<file path="src/rtl/tpu_load_sequencer.sv">
// Job sequencer for the TPU datapath: loads weight rows SRAM -> weight FIFO -> array,
// then streams input vectors from SRAM onto DIN and waits for the array to drain.
module tpu_load_sequencer #(
  parameter int ADDRESSSIZE = 10,
  parameter int NUM_PE_ROWS = 8,
  parameter int MATRIX_SIZE = 8,
  parameter int FIFO_DEPTH  = 4,
  parameter int VEC_CNT_BW  = 8
) (
  input  logic                   clk,
  input  logic                   rst,
  input  logic                   start,
  input  logic                   hold,
  input  logic [ADDRESSSIZE-1:0] w_base_addr,
  input  logic [ADDRESSSIZE-1:0] d_base_addr,
  input  logic [VEC_CNT_BW-1:0]  n_vec,
  input  logic                   fifo_empty,
  input  logic                   fifo_full,
  output logic [ADDRESSSIZE-1:0] sram_addr,
  output logic                   sram_write_enable,
  output logic                   fifo_write_enable,
  output logic                   fifo_read_enable,
  output logic                   we_rl,
  output logic                   din_valid,
  output logic                   busy,
  output logic                   done
);

  localparam int RW        = $clog2(NUM_PE_ROWS + 1);
  localparam int OW        = $clog2(FIFO_DEPTH + 1);
  localparam int DRAIN_LEN = NUM_PE_ROWS + MATRIX_SIZE - 1;
  localparam int DW        = $clog2(DRAIN_LEN + 1);

  typedef enum logic [2:0] {IDLE, W_LOAD, D_STREAM, DRAIN, FIN} state_t;

  state_t                 state, state_nx;
  logic [ADDRESSSIZE-1:0] w_base_r, d_base_r, addr_r;
  logic [VEC_CNT_BW-1:0]  n_vec_r, vec_cnt;
  logic [RW-1:0]          fetch_cnt, pop_cnt, load_cnt;
  logic [OW-1:0]          occ;
  logic [DW-1:0]          drain_cnt;
  logic                   inflight, pop_d, dv_d, done_r;
  logic                   issue, pop;

  // Strobe semantics: every strobe is a single-cycle qualifier with no ready path.
  // A read issued in cycle t yields SRAM data in t+1 (push or din_valid in t+1);
  // a pop in cycle t yields FIFO data in t+1 (we_rl in t+1).
  assign sram_write_enable = 1'b0;
  assign fifo_write_enable = inflight;
  assign fifo_read_enable  = pop;
  assign we_rl             = pop_d;
  assign din_valid         = dv_d;
  assign done              = done_r;
  assign busy              = (state != IDLE) || done_r;

  always_comb begin
    state_nx  = state;
    issue     = 1'b0;
    pop       = 1'b0;
    sram_addr = addr_r;
    case (state)
      IDLE: begin
        if (start) state_nx = W_LOAD;
      end
      W_LOAD: begin
        // Credit check counts the read still in flight so the FIFO can never overflow.
        issue = (int'(fetch_cnt) < NUM_PE_ROWS) &&
                ((int'(occ) + int'(inflight)) < FIFO_DEPTH);
        pop   = !fifo_empty && !hold && (int'(pop_cnt) < NUM_PE_ROWS);
        if (issue) sram_addr = w_base_r + ADDRESSSIZE'(fetch_cnt);
        if (pop_d && (int'(load_cnt) == NUM_PE_ROWS - 1))
          state_nx = (n_vec_r == '0) ? FIN : D_STREAM;
      end
      D_STREAM: begin
        sram_addr = d_base_r + ADDRESSSIZE'(vec_cnt);
        if (vec_cnt == n_vec_r - VEC_CNT_BW'(1)) state_nx = DRAIN;
      end
      DRAIN: begin
        if (int'(drain_cnt) == DRAIN_LEN - 1) state_nx = FIN;
      end
      FIN: begin
        state_nx = IDLE;
      end
      default: state_nx = IDLE;
    endcase
  end

  always_ff @(posedge clk) begin
    if (rst) begin
      state     <= IDLE;
      w_base_r  <= '0;
      d_base_r  <= '0;
      addr_r    <= '0;
      n_vec_r   <= '0;
      vec_cnt   <= '0;
      fetch_cnt <= '0;
      pop_cnt   <= '0;
      load_cnt  <= '0;
      occ       <= '0;
      drain_cnt <= '0;
      inflight  <= 1'b0;
      pop_d     <= 1'b0;
      dv_d      <= 1'b0;
      done_r    <= 1'b0;
    end else begin
      state    <= state_nx;
      addr_r   <= sram_addr;
      inflight <= issue;
      pop_d    <= pop;
      dv_d     <= (state == D_STREAM);
      done_r   <= (state == FIN);
      case ({inflight, pop})
        2'b10:   occ <= occ + OW'(1);
        2'b01:   occ <= occ - OW'(1);
        default: occ <= occ;
      endcase
      if (issue)              fetch_cnt <= fetch_cnt + RW'(1);
      if (pop)                pop_cnt   <= pop_cnt + RW'(1);
      if (pop_d)              load_cnt  <= load_cnt + RW'(1);
      if (state == D_STREAM)  vec_cnt   <= vec_cnt + VEC_CNT_BW'(1);
      if (state == DRAIN)     drain_cnt <= drain_cnt + DW'(1);
      // Job parameters are captured once; later input changes do not disturb a running job.
      if (state == IDLE && start) begin
        w_base_r  <= w_base_addr;
        d_base_r  <= d_base_addr;
        n_vec_r   <= n_vec;
        vec_cnt   <= '0;
        fetch_cnt <= '0;
        pop_cnt   <= '0;
        load_cnt  <= '0;
        drain_cnt <= '0;
      end
    end
  end

  a_no_push_full:  assert property (@(posedge clk) disable iff (rst) !(fifo_write_enable && fifo_full));
  a_no_pop_empty:  assert property (@(posedge clk) disable iff (rst) !(fifo_read_enable && fifo_empty));
  a_occ_bound:     assert property (@(posedge clk) disable iff (rst) int'(occ) <= FIFO_DEPTH);
  a_one_data_use:  assert property (@(posedge clk) disable iff (rst) !(fifo_write_enable && din_valid));

endmodule
</file>
<file path="config.mk">
export PLATFORM = sky130hd
export DESIGN_NAME = tpu_load_sequencer
export DESIGN_NICKNAME = d
export VERILOG_FILES = /design/src/rtl/tpu_load_sequencer.sv
export SDC_FILE = /design/constraint.sdc
export NUM_CORES = 1
export LEC_CHECK = 0
export CAP_MARGIN = 20
export CORE_ASPECT_RATIO = 0.6
export CORE_MARGIN = 3
export CORE_UTILIZATION = 45
export DETAILED_ROUTE_END_ITERATION = 10
export GPL_TIMING_DRIVEN = 0
export MAX_ROUTING_LAYER = met4
export PLACE_DENSITY = 0.77
export SLEW_MARGIN = 20
export SYNTH_ARGS = -nofsm -noshare
export SYNTH_HDL_FRONTEND = slang
export SYNTH_SLANG_ARGS = --single-unit
</file>
<file path="constraint.sdc">
create_clock -name clk -period 7.9 [get_ports clk]
set_clock_uncertainty 0.2 [all_clocks]
set_input_delay 2.37 -clock clk [delete_from_list [all_inputs] [get_ports clk]]
set_output_delay 2.37 -clock clk [all_outputs]
set_load 0.02 [all_outputs]
</file>
; ---- Yosys cells after proc, flatten, opt, wreduce, memory -nomap -nowiden
; Cells that the tools add are included.
; Widths: inputs -> output; s select.
[totals]
in_bits = 34
regBits = 72
output_inout_bits = 17
elab_cells = 67
[op_classes]
n_addsub = 11
n_eq_ne = 13
n_mux = 11
magnitude_cmp = 3
n_reduce_logical = 14
[ops]
columns = op, count
row1 = $pmux 10 s2, 1
row2 = $add 4x1->4 const B, 4
row3 = $mux 3, 5
row4 = $pmux 3 s4, 1
row5 = $add 10x4->10, 1
row6 = $add 10x8->10, 1
row7 = $mux 10, 1
row8 = $add 8x1->8 const B, 1
row9 = $eq 8x8->1, 1
row10 = $logic_not 8->1, 1
row11 = $lt 4x4->1 const B, 2
row12 = $ne 2x2->1 const B, 4
row13 = $sub 8x1->8 const B, 1
row14 = $eq 3x2->1 const B, 2
row15 = $pmux 3 s2, 1
row16 = $logic_and 1x1->1, 5
row17 = $add 3x1->4, 1
row18 = $eq 4x2->1 const B, 1
row19 = $eq 4x4->1 const B, 1
row20 = $lt 4x3->1 const B, 1
row21 = $reduce_and 4->1, 1
row22 = $add 3x1->3 const B, 1
row23 = $eq 3x1->1 const B, 1
row24 = $eq 3x3->1 const B, 1
row25 = other kinds (10), 12

; ---- Longest topological paths before layout
; Gate-level depths: netlist (run 1).
[logic_depth]
word_depth = 6
mapped_depth = 9
mapped_depth_nobuf = 8

; ---- Worst setup path after synthesis (run 1)
; OpenSTA, ideal clock, no wires.
[synth_path]
path_type = input to output
start = input port hold
end = output port fifo_read_enable
arrival_time_ns = 2.907
n_path_buf = 0
cell_stages = 1
setup_slack_ns = 2.423
required_ns = 5.330
cell_sequence = nor4_4
[synth_via]
elab_chain_cells = 4
[synth_lines]
columns = element, line
row1 = start: declaration, 13  ; input logic hold,
row2 = $logic_not 1->1, 69  ; pop = !fifo_empty && !hold && (int'(pop_cnt) < NUM_PE_ROWS);
row3 = $logic_and 1x1->1 (2 in a row), 69
row4 = $mux 1, 61  ; case (state)
row5 = end: declaration, 22  ; output logic fifo_read_enable,
; No other way between the ends.

; ---- Final worst setup path (run 1)
; Ends and elaborated chain as after synthesis.

==> results.ini, run 1 <==
[placement]
post-place-ws_ns=1.23
port-buffer-count=48
dp_hpwl_mm=7.92
place_congestion=0.913

[routing]
vias_per_cell=5.54
first_pass_iters=6
drt-initial-drc-count=295
routedWlPerCell_um=16.2
routed_wl_mm=10.5
num_vias=3584
drtAntennaViolNets=0
drcViolationCount=0

[setup_path]
cp-start-kind=input port
end_kind=output port
cp.arrival_ns=4.11
required_ns=5.33
path_max_fanout=7
path_class=in2out

[hold_path]
hold_class=reg2reg

[power]
ir_worst_vdd_mv=0.123
p_leak_nw=1.86
p_per_area_nw_per_um2=231

[timing]
fin_crit_sh=0.845
fin_ws_ns=1.22
slew_headroom=0.556
tightest_slew_ns=0.666
worst_hold_slack_ns=0.267
fmax_mhz=150
layout_min_cycle_time_ns=6.68
tns_ns=0
setup-violations-final=0
rsz0062_at_grt=false
final_max_slew_viol_count=0
final-hold-violation-count=0

[clock_network]
cts_buffers=9
clock_latency_ns=0.34
clk_pin_slew_ns=0.06
clk_root_buffer_cell=clkbuf_16
postCtsSetupBuffers=0
cts_hold_buf=0
cts_buffer_depth=2
cts_sinks=72
cts_tree=built
cts_resized=0
h-tree-depth=3

[grt]
antenna_found_initial=0
grt_pass1_vias=3358
grt_usage=0.224
grt_pass1_wl_mm=16.7
grt_start_max_net_pins=13
grt_overflow=0

[floorplanning]
die_y_um=77.7
start_util=0.476
num_io_pins=51
coreArea_um2=8100
rows=25
die_w_um=125
die_area_um2=9750

[logic_synthesis]
ys_warn_count=0
synth.avg_cell_area_um2=8.11
synth-seq-area-share=0.374
synth_seq_cells=72
synth_cell_types=61
synth-main-ff-cell=dfxtp_1
async_flop_share=0
synth_nets=532
synth-edff-count=0
syn_inst=475
synthesis.area_um2=3850

[finish]
final_core_util=0.591
nets=591
num_antenna_cells=0
final_common_cell=nand2_1
syn_to_final_growth_pct=24.3
drive_gt1_frac=0.0631
most-common-layout-cells=77 x nand2_1, 72 x dfxtp_1, 48 x clkdlybuf4s50_1

[flow_run]
maxCapViolCount=0

[status]
status=finished clean

-- cells in the mapped netlist (all sizes together), types with 2 or more instances --
master	n	area, µm²
nand2	77	289
o21ai	20	100
mux2i	4	40.0
xor2	19	166
xnor2	13	114
dfxtp	72	1440
a31oi	7	43.8
nand3	12	60.1
a221o	2	20.0
nor2b	11	78.8
fa	3	60.1
or3b	2	20.0
clkbuf	13	48.8
and3	4	25.0
nor2	45	176
o21a	3	22.5
a21o	5	37.5
inv	16	60.1
and2	3	18.8
nor4	3	33.8
buf	14	85.1
a41oi	4	35.0
ha	20	250
a211oi	6	45.0
nor3b	3	27.5
nand2b	4	25.0
nor4b	2	17.5
nand4	9	56.3
nor3	14	70.1
a21oi	45	225
-- cell type report --
type                       instances  area [µm²]
tap                              108         135
buffer                            27         134
timing repair buffer              48         480
multi-input combinational        360        2220
fill                             724        3310
inverter                          16        60.1
clock buffer                      10         239
sequential                        72        1440
clock inverter                     6        82.6
-- routing by layer --
| layer | wire length (µm) | track usage | vias up |
|---|---|---|---|
| met2 | 4480 | 0.325 | 122 |
| met4 | 130 | 0.0639 | 0 |
| met5 | 0 | - | - |
| li1 | - | - | 1761 |
| met3 | 704 | 0.0619 | 15 |
| met1 | 5150 | 0.306 | 1686 |
-- sequential cells by signal, summed over array words and instances, names as in the netlist --
name,flops
addr_r,10
d_base_r,10
din_valid,1
done,1
drain_cnt,4
fetch_cnt,4
fifo_write_enable,1
load_cnt,4
n_vec_r,8
occ,3
pop_cnt,4
state,3
vec_cnt,8
w_base_r,10
we_rl,1
-- path summary, 6_finish.rpt --
kind | cells past startpoint | end | slack, ns | startpoint
worst max-delay path | 3 | fifo_read_enable | 1.22 | hold
worst min-delay path | 2 | w_base_r[3] | 0.27 | w_base_r[3]
worst max register to register | 9 | occ[2] | 5.00 | state[2]
worst min register to register | 2 | w_base_r[3] | 0.27 | w_base_r[3]
-- kinds of logic (layout without fill, tap and decap cells) --
| logic type | after synthesis | count (layout) | synth area share |
|---|---|---|---|
| AOI/OAI and AO/OA | 106 | 106 | 0.168 |
| xor gates and xnor gates | 32 | 32 | 0.0727 |
| adders and majority gates | 23 | 23 | 0.0805 |
| buffers and inverters | 43 | 107 | 0.0503 |
| DFF | 72 | 72 | 0.374 |
| muxes | 4 | 4 | 0.0104 |
| other | 1 | 1 | 0.000973 |
| and+or+nand+nor | 194 | 194 | 0.243 |
-- power breakdown --
group / switching (W) / internal [W]
logic: 0.000148 / 0.000104
clock network: 0.000157 / 0.000283
registers: 0.0000239 / 0.000390
-- metrics by stage --
step	cell area [µm²]	std cells	total power [W]
floorplan	3850	475	0.000578
global placement	4470	631	0.000660
detailed placement	4470	631	0.000670
CTS	4790	647	0.00111
global route	4790	647	0.00116
finish	4790	647	0.00111
-- critical path: stages --
cell             delay, ns
clkdlybuf4s50_1       0.45
nor4_4                0.57
clkdlybuf4s50_1       0.71
No activity file was read; power rests on OpenSTA's default activity.
==> run 2, diff against run 1 <==
- PLACE_DENSITY: 0.77 -> 0.8
- clock period: 7.9 -> 5.5 ns (I/O delays scaled with it)
==> results.ini, run 2 (synthesized netlist as in run 1, its figures left out) <==
[setup_path]
worst-r2r-setup-slack_ns=2.63  ; -2.37 ns
path_class=in2out
cp.arrival_ns=3.33  ; -0.78 ns
r2r-start=state[2]
cp-start-kind=input port
cp-startpoint=hold
endpoint=fifo_read_enable
reg2reg_to=occ[2]
end_kind=output port
path_max_fanout=7  ; unchanged
rr_worst_depth=9  ; unchanged
required_ns=3.65  ; -1.68 ns

[grt]
antenna_found_initial=0  ; unchanged
grt_pass1_wl_mm=16.4  ; -1.9%
grt_start_max_net_pins=12  ; -1
grt_usage=0.221  ; -0.00307
grt_overflow=0  ; unchanged
grt_pass1_vias=3238  ; -3.6%

[finish]
num_antenna_cells=0  ; unchanged
top_regs=addr_r (10), d_base_r (10), w_base_r (10)
final_common_cell=nand2_1
nets=591  ; unchanged
drive_gt1_frac=0.0575  ; -0.00557
most-common-layout-cells=77 x nand2_1, 72 x dfxtp_1, 48 x clkdlybuf4s50_1
num-fill-cells=743  ; +2.6%
final_area_um2=4780  ; -0.13%
syn_to_final_growth_pct=24.2

[power]
p_leak_nw=1.85  ; -0.24%
p_seq_frac=0.375  ; about the same
p_sw_w=0.000466  ; +42%
pwr-share-clk=0.397  ; about the same
p_comb_frac=0.229  ; about the same
ir_worst_vdd_mv=0.161  ; +31%
p_int_w=0.00112  ; +44%
p_per_area_nw_per_um2=331  ; +44%
sw_frac_of_total=0.294  ; -0.00304

[timing]
tns_ns=0  ; unchanged
slew_headroom=0.543  ; -0.0133
setup-violations-final=0  ; unchanged
layout_min_cycle_time_ns=5.18
tightest_slew_ns=0.686  ; +0.0199 ns
fin_crit_sh=0.941
rsz0062_at_grt=false
final_max_slew_viol_count=0  ; unchanged
fmax_mhz=193
final-hold-violation-count=0  ; unchanged

[placement]
dp_hpwl_mm=7.70  ; -2.7%
place_area_um2=4470  ; unchanged
place_congestion=0.901  ; -1.3%
port-buffer-count=48  ; unchanged

[routing]
drtAntennaViolNets=0  ; unchanged
first_pass_iters=5  ; -1
num_vias=3560  ; -0.67%
routed_wl_mm=10.2  ; -2.4%
drcViolationCount=0  ; unchanged
drt-initial-drc-count=383  ; +30%
routedWlPerCell_um=15.8  ; -2.4%
vias_per_cell=5.50  ; -0.67%

[clock_network]
h-tree-depth=3  ; unchanged
postCtsSetupBuffers=0  ; unchanged
clk_root_buffer_cell=clkbuf_16
clk_pin_slew_ns=0.06  ; about the same
cts_tree=built
clock_latency_ns=0.34  ; about the same
cts_resized=0  ; unchanged
cts_hold_buf=0  ; unchanged
cts_buffer_depth=2  ; unchanged
cts_sinks=72  ; unchanged
cts_buffers=9  ; unchanged

[floorplanning]
start_util=0.476  ; unchanged
die_y_um=77.7  ; unchanged
rows=25  ; unchanged
num_io_pins=51  ; unchanged
die_w_um=125  ; unchanged
die_area_um2=9750  ; unchanged
coreArea_um2=8100  ; unchanged

[flow_run]
maxCapViolCount=0  ; unchanged

[hold_path]
hold_class=reg2reg
min_path_cells=2  ; unchanged

[status]
status=finished clean

==> run 2: cell types whose count changed in the layout (fill, tap and decap cells not counted), sizes merged <==
| cell | previous run | this run |
|---|---|---|
| clkinv | 3 | 1 |
| clkinvlp | 1 | 0 |
| clkbuf | 23 | 26 |
==> run 2: worst min-delay path by stage <==
stage           startpoint     endpoint
3_3_place_gp   d_base_r[7]  d_base_r[7]
2_1_floorplan  d_base_r[0]  d_base_r[0]
3_5_place_dp   w_base_r[0]  w_base_r[0]
5_1_grt        w_base_r[3]  w_base_r[3]
6_report       w_base_r[3]  w_base_r[3]
4_1_cts        w_base_r[3]  w_base_r[3]
==> run 2: power groups by stage <==
stage	clock network, W	logic (W)	registers [W]
after floorplan	0	0.000234	0.000596
after global placement	0	0.000346	0.000602
after detailed placement	0	0.000358	0.000603
after CTS	0.000636	0.000360	0.000592
after global routing	0.000660	0.000396	0.000598
final	0.000629	0.000362	0.000594
==> run 2: routing by layer <==
metal	wire length, µm	vias up	share of wire	global-route usage
met3	662	8	0.065	0.0578
met1	5240	1678	0.51	0.319
met2	4200	111	0.41	0.299
met5	0	-	0	-
li1	-	1763	-	-
met4	108	0	0.011	0.0693
==> run 2: layout make-up <==
class	instances	area, µm²	share of cell area
well taps	108	135	0.0282
multi-input cells	360	2220	0.464
plain buffers	27	134	0.0280
inverters	16	60.1	0.0126
flip-flops and latches	72	1440	0.301
clock inverters	3	65.1	0.0136
clock buffers	13	250	0.0523
repair buffers	48	480	0.100
==> run 2: worst max-delay path, stage by stage <==
cell and delay [ns]:
clkdlybuf4s50_1 0.44, nor4_4 0.53, clkdlybuf4s50_1 0.71
==> run 2: per-stage QoR <==
step	utilization	total power, W	hold WS, ns	worst slack [ns]	cells
after floorplan	-	0.000830	0.241	1.46	475
after global placement	0.552	0.000947	0.252	0.302	631
after detailed placement	0.552	0.000962	0.258	0.292	631
after CTS	0.591	0.00159	0.268	0.289	647
after global routing	0.591	0.00165	0.289	0.184	647
final	0.591	0.00159	0.267	0.322	647
==> run 3, diff against run 2 <==
- CORE_ASPECT_RATIO: 0.6 -> 1.25
- CTS_BUF_LIST: not set -> sky130_fd_sc_hd__clkbuf_2 sky130_fd_sc_hd__clkbuf_4 sky130_fd_sc_hd__clkbuf_8
==> results.ini, run 3 (synthesized netlist as in run 1, its figures left out) <==
[clock_network]
cts_buffer_depth=2  ; unchanged
postCtsSetupBuffers=0  ; unchanged
cts_sinks=72  ; unchanged
clock_latency_ns=0.35  ; about the same
clk_pin_slew_ns=0.08  ; +0.02 ns
cts_hold_buf=0  ; unchanged
cts_tree=built
cts_buffers=9  ; unchanged
h-tree-depth=3  ; unchanged
clk_root_buffer_cell=clkbuf_8
cts_resized=0  ; unchanged

[floorplanning]
die_area_um2=9720  ; -0.30%
num_io_pins=51  ; unchanged
coreArea_um2=8290  ; +2.3%
start_util=0.465  ; -0.0106
die_y_um=109  ; +41%
die_w_um=88.8  ; -29%
rows=37  ; +48%

[grt]
grt_pass1_vias=3439  ; +6.2%
grt_start_max_net_pins=13  ; +1
antenna_found_initial=0  ; unchanged
grt_pass1_wl_mm=15.5  ; -5.3%
grt_usage=0.213  ; -0.00794
grt_overflow=0  ; unchanged

[timing]
setup-violations-final=0  ; unchanged
fmax_mhz=194  ; +0.49%
fin_crit_sh=0.937  ; -0.00463
worst_hold_slack_ns=0.268  ; +0.00144 ns
final_max_slew_viol_count=0  ; unchanged
tns_ns=0  ; unchanged
tightest_slew_ns=0.565  ; -0.121 ns
final-hold-violation-count=0  ; unchanged
layout_min_cycle_time_ns=5.15  ; -0.0255 ns
slew_headroom=0.613  ; +0.0708
rsz0062_at_grt=false

[routing]
drcViolationCount=0  ; unchanged
drtAntennaViolNets=0  ; unchanged
num_vias=3507  ; -1.5%
vias_per_cell=5.51  ; +0.22%
routed_wl_mm=9.66  ; -5.4%
first_pass_iters=4  ; -1
routedWlPerCell_um=15.2  ; -3.8%
drt-initial-drc-count=176  ; -54%

[hold_path]
worstHoldEndpoint=d_base_r[6]
hold_class=reg2reg
min_path_cells=2  ; unchanged
min_from=d_base_r[6]

[setup_path]
end_kind=output port
path_max_fanout=7  ; unchanged
reg2reg_to=occ[2]
r2r-start=state[2]
rr_worst_depth=9  ; unchanged
path_class=in2out
cp-start-kind=input port
worst-r2r-setup-slack_ns=2.70  ; +0.07 ns
cp.arrival_ns=3.30  ; -0.03 ns
required_ns=3.65  ; about the same

[power]
p_per_area_nw_per_um2=303  ; -8.5%
ir_worst_vdd_mv=0.146  ; -9.3%
p_leak_nw=1.81  ; -2.4%

[status]
status=finished clean

[placement]
place_congestion=0.897  ; -0.38%
dp_hpwl_mm=7.45  ; -3.2%
port-buffer-count=48  ; unchanged

[flow_run]
maxCapViolCount=0  ; unchanged

[finish]
nets=591  ; unchanged
top_regs=addr_r (10), d_base_r (10), w_base_r (10)
syn_to_final_growth_pct=21.5
most-common-layout-cells=77 x nand2_1, 72 x dfxtp_1, 48 x clkdlybuf4s50_1
num_antenna_cells=0  ; unchanged
final_common_cell=nand2_1
drive_gt1_frac=0.0631  ; +0.00557

-- run 3: stage by stage --
stage	util	instances	total power (W)	worst slack [ns]	instance area, µm²
final	0.565	636	0.00142	0.348	4680
after global routing	0.565	636	0.00149	0.291	4680
after global placement	0.538	620	0.000946	0.363	4460
after CTS	0.565	636	0.00143	0.340	4680
after detailed placement	0.538	620	0.000957	0.348	4460
after floorplan	-	475	0.000830	1.46	3850
-- run 3: area by class of cell --
type	count	area, µm²
fill	736	3610
multi-input combinational	360	2220
sequential	72	1440
timing repair buffer	48	480
clock buffer	11	145
buffer	27	134
tap	97	121
clock inverter	5	80.1
inverter	16	60.1
-- run 3: worst max-delay path, cell delays in order --
cell             delay, ns
clkdlybuf4s50_1       0.46
nor4_4                0.50
clkdlybuf4s50_1       0.70
-- run 3: report_power, final --
group | switching [W] | total, W | internal (W)
Clock | 0.000200 | 0.000472 | 0.000272
Sequential | 0.0000323 | 0.000592 | 0.000559
Combinational | 0.000206 | 0.000355 | 0.000149
Total | 0.000439 | 0.00142 | 0.000980
-- run 3: routing by layer --
layer	share of wire	GRT usage	up-vias
met1	0.42	0.239	1636
met4	0.029	0.104	0
li1	-	-	1767
met5	0	-	-
met3	0.043	0.0382	23
met2	0.51	0.361	81
-- run 3: worst max path at each step --
stage               start          endpoint  slack, ns  depth (start not counted)
CTS                  hold  fifo_read_enable       0.34                          3
floorplan            hold  fifo_read_enable       1.46                          1
global placement     hold  fifo_read_enable       0.36                          3
global route         hold  fifo_read_enable       0.29                          3
finish               hold  fifo_read_enable       0.35                          3
detailed placement   hold  fifo_read_enable       0.35                          3
